<file path="src/rtl/bridge_fc_monitor.sv">
// bridge_fc_monitor: transmit flow-credit monitor between the core fc_* sideband
// and the transmit bridge. The block samples the core's transmit-available credit
// counters and keeps six shadow counts. Bridge consume events decrement those
// counts between core refreshes. The block drives per-type go flags with hysteresis.
//
// Ports:
//   Fc_CLK, Fc_RST              clock, async active-low reset
//   Fc_Link_Up                  core link up; low returns the monitor to IDLE
//   Fc_ph/nph/cplh              core header credits (HDR_W)
//   Fc_pd/npd/cpld              core data credits (DATA_W, 16-byte units)
//   Fc_Cons_Vld/Type/Data       one TLP handed to the core this cycle
//   Fc_sel                      constant transmit-available select to core
//   Fc_Tx_FC                    go flags {cpld,cplh,npd,nph,pd,ph}
//   Fc_Ready                    shadow counts valid
module bridge_fc_monitor #(
  parameter int unsigned HDR_W    = 8,
  parameter int unsigned DATA_W   = 12,
  parameter int unsigned HDR_MIN  = 1,
  parameter int unsigned DATA_MIN = 32,
  parameter int unsigned HYST     = 4,
  parameter int unsigned SEL_LAT  = 2,
  parameter int unsigned REFRESH  = 64,
  parameter logic [5:0]  INF_MASK = 6'b000000
) (
  input  logic              Fc_CLK,
  input  logic              Fc_RST,
  input  logic              Fc_Link_Up,
  input  logic [HDR_W-1:0]  Fc_ph,
  input  logic [HDR_W-1:0]  Fc_nph,
  input  logic [HDR_W-1:0]  Fc_cplh,
  input  logic [DATA_W-1:0] Fc_pd,
  input  logic [DATA_W-1:0] Fc_npd,
  input  logic [DATA_W-1:0] Fc_cpld,
  input  logic              Fc_Cons_Vld,
  input  logic [1:0]        Fc_Cons_Type,
  input  logic [DATA_W-1:0] Fc_Cons_Data,
  output logic [2:0]        Fc_sel,
  output logic [5:0]        Fc_Tx_FC,
  output logic              Fc_Ready
);

  localparam int unsigned DLY_W   = (SEL_LAT > 0) ? $clog2(SEL_LAT + 1) : 1;
  localparam int unsigned REF_W   = (REFRESH > 1) ? $clog2(REFRESH) : 1;
  localparam int unsigned HDR_XW  = HDR_W + 1;
  localparam int unsigned DATA_XW = DATA_W + 1;

  localparam logic [DLY_W-1:0]   DLY_LAST = DLY_W'(SEL_LAT);
  localparam logic [REF_W-1:0]   REF_LAST = REF_W'(REFRESH - 1);
  localparam logic [HDR_XW-1:0]  HDR_CLR  = HDR_XW'(HDR_MIN);
  localparam logic [HDR_XW-1:0]  HDR_SET  = HDR_XW'(HDR_MIN + HYST);
  localparam logic [DATA_XW-1:0] DATA_CLR = DATA_XW'(DATA_MIN);
  localparam logic [DATA_XW-1:0] DATA_SET = DATA_XW'(DATA_MIN + HYST);
  localparam logic [2:0]         SEL_TXAV = 3'b100;

  typedef enum logic [1:0] {ST_IDLE, ST_WAIT, ST_RUN} state_e;

  state_e                   state_q, state_d;
  logic [DLY_W-1:0]         dly_q, dly_d;
  logic [REF_W-1:0]         ref_q, ref_d;
  logic [2:0][HDR_W-1:0]    hdr_q, hdr_d;
  logic [2:0][DATA_W-1:0]   data_q, data_d;
  logic [5:0]               tx_fc_q, tx_fc_d;
  logic                     ready_q, ready_d;
  logic [2:0]               sel_q;
  logic                     load_c;
  logic [2:0]               cons_c;
  logic [2:0][HDR_W-1:0]    core_hdr_c;
  logic [2:0][DATA_W-1:0]   core_data_c;

  // Index 0 = posted, 1 = non-posted, 2 = completion (matches Fc_Cons_Type).
  assign core_hdr_c  = {Fc_cplh, Fc_nph, Fc_ph};
  assign core_data_c = {Fc_cpld, Fc_npd, Fc_pd};

  function automatic logic [HDR_W-1:0] sub_hdr(input logic [HDR_W-1:0] a, input logic b);
    return (a >= HDR_W'(b)) ? a - HDR_W'(b) : '0;
  endfunction

  function automatic logic [DATA_W-1:0] sub_data(input logic [DATA_W-1:0] a,
                                                 input logic [DATA_W-1:0] b);
    return (a >= b) ? a - b : '0;
  endfunction

  function automatic logic hyst_hdr(input logic [HDR_W-1:0] v, input logic old);
    logic [HDR_XW-1:0] x;
    x = {1'b0, v};
    if (x >= HDR_SET)     return 1'b1;
    else if (x < HDR_CLR) return 1'b0;
    else                  return old;
  endfunction

  function automatic logic hyst_data(input logic [DATA_W-1:0] v, input logic old);
    logic [DATA_XW-1:0] x;
    x = {1'b0, v};
    if (x >= DATA_SET)     return 1'b1;
    else if (x < DATA_CLR) return 1'b0;
    else                   return old;
  endfunction

  // State and shadow registers.
  always_ff @(posedge Fc_CLK or negedge Fc_RST) begin
    if (!Fc_RST) begin
      state_q <= ST_IDLE;
      dly_q   <= '0;
      ref_q   <= '0;
      hdr_q   <= '0;
      data_q  <= '0;
      tx_fc_q <= '0;
      ready_q <= 1'b0;
      sel_q   <= SEL_TXAV;
    end else begin
      state_q <= state_d;
      dly_q   <= dly_d;
      ref_q   <= ref_d;
      hdr_q   <= hdr_d;
      data_q  <= data_d;
      tx_fc_q <= tx_fc_d;
      ready_q <= ready_d;
      sel_q   <= SEL_TXAV;
    end
  end

  // Next state, delay/refresh counters and the core-sample strobe.
  // WAIT covers the entry cycle plus SEL_LAT settle cycles before sampling.
  always_comb begin
    state_d = state_q;
    dly_d   = dly_q;
    ref_d   = ref_q;
    load_c  = 1'b0;
    case (state_q)
      ST_IDLE: begin
        if (Fc_Link_Up) begin
          state_d = ST_WAIT;
          dly_d   = '0;
        end
      end
      ST_WAIT: begin
        if (dly_q == DLY_LAST) begin
          state_d = ST_RUN;
          load_c  = 1'b1;
          ref_d   = '0;
        end else begin
          dly_d = dly_q + DLY_W'(1);
        end
      end
      ST_RUN: begin
        load_c = (ref_q == REF_LAST);
        ref_d  = load_c ? '0 : ref_q + REF_W'(1);
      end
      default: state_d = ST_IDLE;
    endcase
    if (!Fc_Link_Up) begin
      state_d = ST_IDLE;
      dly_d   = '0;
      ref_d   = '0;
      load_c  = 1'b0;
    end
  end

  // Consume decode; type 3 never matches.
  always_comb begin
    cons_c = '0;
    for (int t = 0; t < 3; t++) begin
      cons_c[t] = (state_q == ST_RUN) && Fc_Cons_Vld && (Fc_Cons_Type == 2'(t));
    end
  end

  // Shadow counters and flags; flags track the next-state count so a consume
  // is reflected one edge later.
  always_comb begin
    hdr_d   = '0;
    data_d  = '0;
    tx_fc_d = '0;
    ready_d = (state_d == ST_RUN);
    if (state_d == ST_RUN) begin
      for (int t = 0; t < 3; t++) begin
        hdr_d[t]  = sub_hdr(load_c ? core_hdr_c[t] : hdr_q[t], cons_c[t]);
        data_d[t] = sub_data(load_c ? core_data_c[t] : data_q[t],
                             cons_c[t] ? Fc_Cons_Data : '0);
        tx_fc_d[2*t]   = hyst_hdr(hdr_d[t], tx_fc_q[2*t]);
        tx_fc_d[2*t+1] = hyst_data(data_d[t], tx_fc_q[2*t+1]);
      end
      tx_fc_d = tx_fc_d | INF_MASK;
    end
  end

  assign Fc_sel   = sel_q;
  assign Fc_Tx_FC = tx_fc_q;
  assign Fc_Ready = ready_q;

endmodule

</file>
<file path="config.mk">
export PLATFORM = sky130hd
export DESIGN_NAME = bridge_fc_monitor
export DESIGN_NICKNAME = d
export VERILOG_FILES = /design/src/rtl/bridge_fc_monitor.sv
export SDC_FILE = /design/constraint.sdc
export NUM_CORES = 1
export LEC_CHECK = 0
export CORE_ASPECT_RATIO = 0.8
export CORE_MARGIN = 1
export CORE_UTILIZATION = 41
export DETAILED_ROUTE_END_ITERATION = 8
export GPL_TIMING_DRIVEN = 0
export PLACE_DENSITY_LB_ADDON = 0.08
export SLEW_MARGIN = 20
export SYNTH_ARGS = -nofsm -noshare
export SYNTH_HDL_FRONTEND = slang
export SYNTH_SLANG_ARGS = --single-unit
</file>
<file path="constraint.sdc">
create_clock -name Fc_CLK -period 4 [get_ports Fc_CLK]
set_clock_uncertainty 0.15 [all_clocks]
set_input_delay 0.8 -clock Fc_CLK [delete_from_list [all_inputs] [get_ports Fc_CLK]]
set_output_delay 0.8 -clock Fc_CLK [all_outputs]
set_load 0.01 [all_outputs]
</file>
Yosys cells after proc, flatten, opt, wreduce, memory -nomap -nowiden
Index checks and enable logic that the tools add are counted.
{"block": "totals", "output_inout_bits": 10, "regBits": 77, "elab_cells": 110}
{"block": "classes", "eq_ne": 17, "n_lt_le_gt_ge": 18, "add_sub_neg": 8, "mux": 43, "n_reduce_logical": 8}
{"operator": "2-to-1 mux 12 bit", "count": 9}
{"operator": "2-to-1 mux 8 bit", "count": 6}
{"operator": ">= comparator 12 bit", "count": 3}
{"operator": ">= comparator 12 x 6 -> 1 bit (second input constant)", "count": 3}
{"operator": "less-than comparator 12 x 6 -> 1 bit (second input constant)", "count": 3}
{"operator": "2-to-1 mux 36 bit", "count": 1}
{"operator": "subtractor 12 bit", "count": 3}
{"operator": ">= comparator 8 x 1 -> 1 bit", "count": 3}
{"operator": ">= comparator 8 x 3 -> 1 bit (second input constant)", "count": 3}
{"operator": "less-than comparator 8 x 1 -> 1 bit (second input constant)", "count": 3}
{"operator": "2-to-1 mux 24 bit", "count": 1}
{"operator": "2-to-1 mux 6 bit", "count": 4}
{"operator": "!= test 3 x 1 -> 1 bit (second input constant)", "count": 8}
{"operator": "subtractor 8 x 1 -> 8 bit", "count": 3}
{"operator": "2-to-1 mux 1 bit", "count": 14}
{"operator": "one-hot mux 6 bit (2 select lines)", "count": 1}
{"operator": "== test 2 bit (second input constant)", "count": 4}
{"operator": "2-to-1 mux 2 bit", "count": 4}
{"operator": "adder 6 x 1 -> 6 bit (second input constant)", "count": 1}
{"operator": "== test 6 bit (second input constant)", "count": 1}
{"operator": "!= test 3 bit (second input constant)", "count": 2}
{"operator": "one-hot mux 2 bit (3 select lines)", "count": 1}
{"operator": "== test 2 x 1 -> 1 bit (second input constant)", "count": 2}
{"operator": "logical AND 1 bit", "count": 4}
{"operator": "5 further kinds", "count": 7}

Depth between registers and ports, before layout
{"block": "depth", "depth_word": 11, "ltp_mapped": 18}

Worst setup path before layout
No wires, ideal clock.
{"block": "synth_timing", "path_kind": "input to register", "startpoint": "in Fc_Link_Up", "endpoint": "reg tx_fc_q[3], in the netlist Fc_Tx_FC[3]", "t_arrival_ns": 3.998, "path_stages": 17, "setup_time_ns": 0.145, "slack_ns": -0.293, "path_buffers": 5, "cell_sequence": "buf_2 nand4_1 o21a_1 buf_4 buf_2 buf_2 mux2i_1 ha_1 inv_1 fa_1 a21oi_1 o21ai_0 a21oi_1 a21oi_1 o221ai_1 buf_2 a41oi_1"}
{"block": "synth_between", "elab_chain_cells": 7, "word_cells_on_any_way": 12, "classes_between": "1 x add/sub; 3 x order compare; 2 x eq/ne; 6 x mux"}
{"element": "start: declaration", "line_no": "27", "rtl": "input logic Fc_Link_Up,"}
{"element": "2-to-1 mux 1 bit", "line_no": "151", "rtl": "if (!Fc_Link_Up) begin"}
{"element": "2-to-1 mux 12 bit", "line_no": "177", "rtl": "data_d[t] = sub_data(load_c ? core_data_c[t] : data_q[t],"}
{"element": "subtractor 12 bit or >= comparator 12 bit (tied branches)", "line_no": "80", "rtl": "return (a >= b) ? a - b : '0;"}
{"element": "2-to-1 mux 12 bit", "line_no": "80"}
{"element": ">= comparator 12 x 6 -> 1 bit", "line_no": "94", "rtl": "if (x >= DATA_SET) return 1'b1;"}
{"element": "2-to-1 mux 1 bit", "line_no": "94"}
{"element": "2-to-1 mux 6 bit", "line_no": "174", "rtl": "if (state_d == ST_RUN) begin"}
{"element": "end signal: assignment", "line_no": "116", "rtl": "tx_fc_q <= tx_fc_d;"}
{"element": "end: declaration", "line_no": "62", "rtl": "logic [5:0] tx_fc_q, tx_fc_d;"}
Several ways; a longest one is shown, not always the timed one.
A chain may end at the register's enable or synchronous reset.

Worst setup path after layout
{"block": "layout_timing", "startpoint": "reg state_q[1]", "endpoint": "reg tx_fc_q[1], in the netlist Fc_Tx_FC[1]"}
{"block": "layout_between", "elab_chain_cells": 9, "word_cells_on_any_way": 21, "classes_between": "1 x add/sub; 3 x order compare; 4 x eq/ne; 10 x mux; 3 x reduce/logical"}
{"element": "start: declaration", "line_no": "57", "rtl": "state_e state_q, state_d;"}
{"element": "start signal: assignment", "line_no": "111", "rtl": "state_q <= state_d;"}
{"element": "== test 2 bit or == test 2 x 1 -> 1 bit (tied branches)", "line_no": "129, 163"}
{"element": "one-hot mux 1 bit (2 select lines) or logical AND 1 bit (tied branches)", "line_no": "129, 163"}
{"element": "2-to-1 mux 1 bit or logical AND 1 bit (tied branches)", "line_no": "151, 163"}
{"element": "2-to-1 mux 12 bit, on equally long branches", "line_no": "177, 178"}
{"element": "subtractor 12 bit or >= comparator 12 bit (tied branches)", "line_no": "80"}
{"element": "2-to-1 mux 12 bit", "line_no": "80"}
{"element": ">= comparator 12 x 6 -> 1 bit", "line_no": "94"}
{"element": "2-to-1 mux 1 bit", "line_no": "94"}
{"element": "2-to-1 mux 6 bit", "line_no": "174"}
Several ways; a longest one is shown, not always the timed one.

==> reports/metrics.yaml <==
place:
  dpl-instance-area_um2: 7812
  dp_hpwl_um: 14870
  dp_slack_ns: -0.8743
  numPortBuffers: 83
  place_congestion: 0.9049
  dp_cells: 1133
finish:
  num_antenna_cells: 0
  areaGrowthSynthToFinish_pct: 30.54
  final_area_um2: 8653
  final_nets: 1087
  drive_above_1_share_pct: 14.54
  final_cell_mix: "165 x nand2_1, 82 x clkdlybuf4s50_1, 77 x dfrtp_1, 77 x nor2_1, 42 x buf_4"
  final_common_cell: "nand2_1"
  fin_cells: 1178
critical_path:
  crit_buf_inv: 3
  reg2reg_from: "state_q[1]"
  worstPathCellList: "inv_2 > ha_4 > nand4_1 > o21a_4 > buf_12 > mux2i_1 > ha_2 > inv_2 > fa_2 > and3_4 > or3_4 > a221oi_4 > o32ai_2 > a211oi_2 > a41oi_2"
  worst_setup_path_start_kind: "register"
  cp_common_cell: "inv_2"
  crit_family: "compound AO/OA/AOI/OAI gates"
  slowest_stage: "or3_4"
  worstPathRequired_ns: 4.03
  r2r-end: "Fc_Tx_FC[1]"
  critPathMaxFanout: 7
  end_kind: "register"
  worst_r2r_path_depth: 15
  critPathMaxStageDelay_ns: 0.39
  startpoint: "state_q[1]"
  rrSetupSlack_ns: 0.03
  path_depth: 15
  critPathArrivalTime_ns: 4.00
  critPathKind: "reg -> reg"
  crit_end: "Fc_Tx_FC[1]"
grt:
  antenna_found_initial: 0
  first_global_vias: 6184
  grt_pass1_wl_um: 32350
  grt_overflow: 0
  grt_max_degree: 52
  grt_use_total_pct: 25.32
yosys:
  syn-cell-area_um2: 6629
  syn_inst: 833
  ys_warn_count: 0
  synth_top_area_share_pct: 29.07
  yosysTopAreaCell: "dfrtp_1"
  ys_async_sr_fraction_pct: 100.0
  ys_ff_latch: 77
  synth.avg_cell_area_um2: 7.958
  ys_top_cells_by_area: "dfrtp_1 29%, nand2_1 9.5%, ha_1 9.1%"
  synth-main-ff-cell: "dfrtp_1"
  ys_seq_area_share_pct: 29.07
  synth_enable_flop_cells: 0
  ys_types: 69
timing:
  min_period_ns: 3.967
  rsz0062_at_grt: "true"
  setup_viol: 0
  final_hold_viol_count: 0
  layout_setup_ws_ns: 0.03306
  maxSlewViolCount: 0
  setup_tns_ns: 0
  clock.fmax_mhz: 252.1
  worstMarginPinSlew_ns: 0.5601
  finalCritPeriodShare_pct: 99.17
  max_slew_margin_pct: 62.43
job:
  cap_violations: 0
drt:
  drt_iter0_markers: 476
  first_pass_iters: 6
  antenna_left: 0
  drc_errors: 0
  routed_wl_um: 20340
  routed-via-count: 6503
  post_drt_wl_per_cell_um: 17.27
  viasPerCell: 5.520
clocking:
  holdBufCountCts: 0
  cts_root_buf: "clkbuf_16"
  cts_buffers: 9
  cts_tree: "done"
  path_clk_slew_ns: 0.06
  clk_latency_ns: 0.35
  cts.sinks: 77
  clock_path_buffers: 2
  cts.htree.levels: 3
die:
  initial_core_util_pct: 41.95
  fp.dieH_um: 115.7
  row_count: 41
  fp.dieW_um: 144.2
  die_area_um2: 16680
  pin_count: 88
  core_area_um2: 15800
power:
  leakagePower_nw: 3.893
  total_power_mw: 1.899
  vdd.ir_drop.worst_mv: 0.2175
  p_per_area_nw_per_um2: 219.4
worst_hold_path:
  hold_class: "in -> async"
run_status:
  status: "finished, final reports clean"
power breakdown:
part	switching, mW	total [mW]	internal, mW
registers	0.00203	0.783	0.781
logic	0.0934	0.200	0.107
clock network	0.352	0.915	0.563
total	0.448	1.90	1.45
final cells by class:
cell class	count	area, µm²
multi-input cells	705	4716
repair buffers	119	1126
plain buffers	25	211.5
clock buffers	10	239.0
clock inverters	6	86.33
flip-flops and latches	77	1927
fillers	1551	7147
well taps	215	269.0
inverters	21	78.83
flip-flops by register name, indices dropped and copies added (netlist names):
register and cells:
data_q 36, hdr_q 24, Fc_Tx_FC 6, ref_q 6, dly_q 2, state_q 2
Fc_Ready 1
layer usage:
metal | global-route usage (%) | share of wire, %
met1 | 36.64 | 49
met4 | 6.877 | 2.1
met2 | 38.52 | 44
met5 | 0 | 0
met3 | 4.711 | 5.1
cell usage after synthesis (all sizes together) (6+ instances only):
cell	count
and2	12
or3	7
nand2b	17
and3	9
xor2	12
nor4	7
clkbuf	11
nor2b	16
or2	6
nand2	167
nor3b	7
nand3	11
a31oi	7
nand4	11
inv	21
mux2i	22
a211oi	8
ha	48
o21ai	38
buf	20
a21oi	30
dfrtp	77
a21o	16
nor2	77
nor3	44
a21boi	7
o21a	10
o211ai	6
xnor2	30
stage by stage:
step	utilization, %	hold slack (ns)
after floorplan	-	0.3384
after global placement	49.29	0.3667
after detailed placement	49.45	0.3704
after CTS	53.11	0.2393
after global routing	54.77	0.2470
final	54.77	0.2316
repair_timing:
| action | CTS | global route |
|---|---|---|
| buffers inserted | 14 | 21 |
| gates resized for setup | 41 | 41 |
| pin swaps | 14 | 21 |
| setup endpoints to repair | 48 | 42 |
how the worst min path moves through the flow:
| stage | from | to | slack (ns) | cells past startpoint |
|---|---|---|---|---|
| 6_report | Fc_RST | hdr_q[14] | 0.23 | 1 |
| 2_1_floorplan | ref_q[1] | ref_q[1] | 0.34 | 2 |
| 4_1_cts | Fc_RST | hdr_q[14] | 0.24 | 1 |
| 5_1_grt | Fc_RST | hdr_q[14] | 0.25 | 1 |
| 3_3_place_gp | ref_q[1] | ref_q[1] | 0.37 | 2 |
| 3_5_place_dp | ref_q[1] | ref_q[1] | 0.37 | 2 |
logic make-up (layout without fill, tap and decap cells):
group / after synthesis / in the layout / synth area share, %
other: 2 / 3 / 0.1133
AO/OA/AOI/OAI: 172 / 172 / 18.27
flip-flops: 77 / 77 / 29.07
multiplexers: 26 / 26 / 4.001
buffers and inverters: 52 / 181 / 3.586
AND/OR/NAND/NOR: 410 / 410 / 29.29
adder cells (fa/ha/maj): 52 / 52 / 10.12
XOR/XNOR: 42 / 42 / 5.549
worst reg2reg max path: stages, from the launching register on:
cell,delay [ns]
dfrtp_1,0.36
inv_2,0.08
ha_4,0.27
nand4_1,0.23
o21a_4,0.35
buf_12,0.15
mux2i_1,0.16
ha_2,0.23
inv_2,0.04
fa_2,0.35
and3_4,0.19
or3_4,0.39
a221oi_4,0.31
o32ai_2,0.12
a211oi_2,0.21
a41oi_2,0.19
No activity file was read; power rests on OpenSTA's default activity.
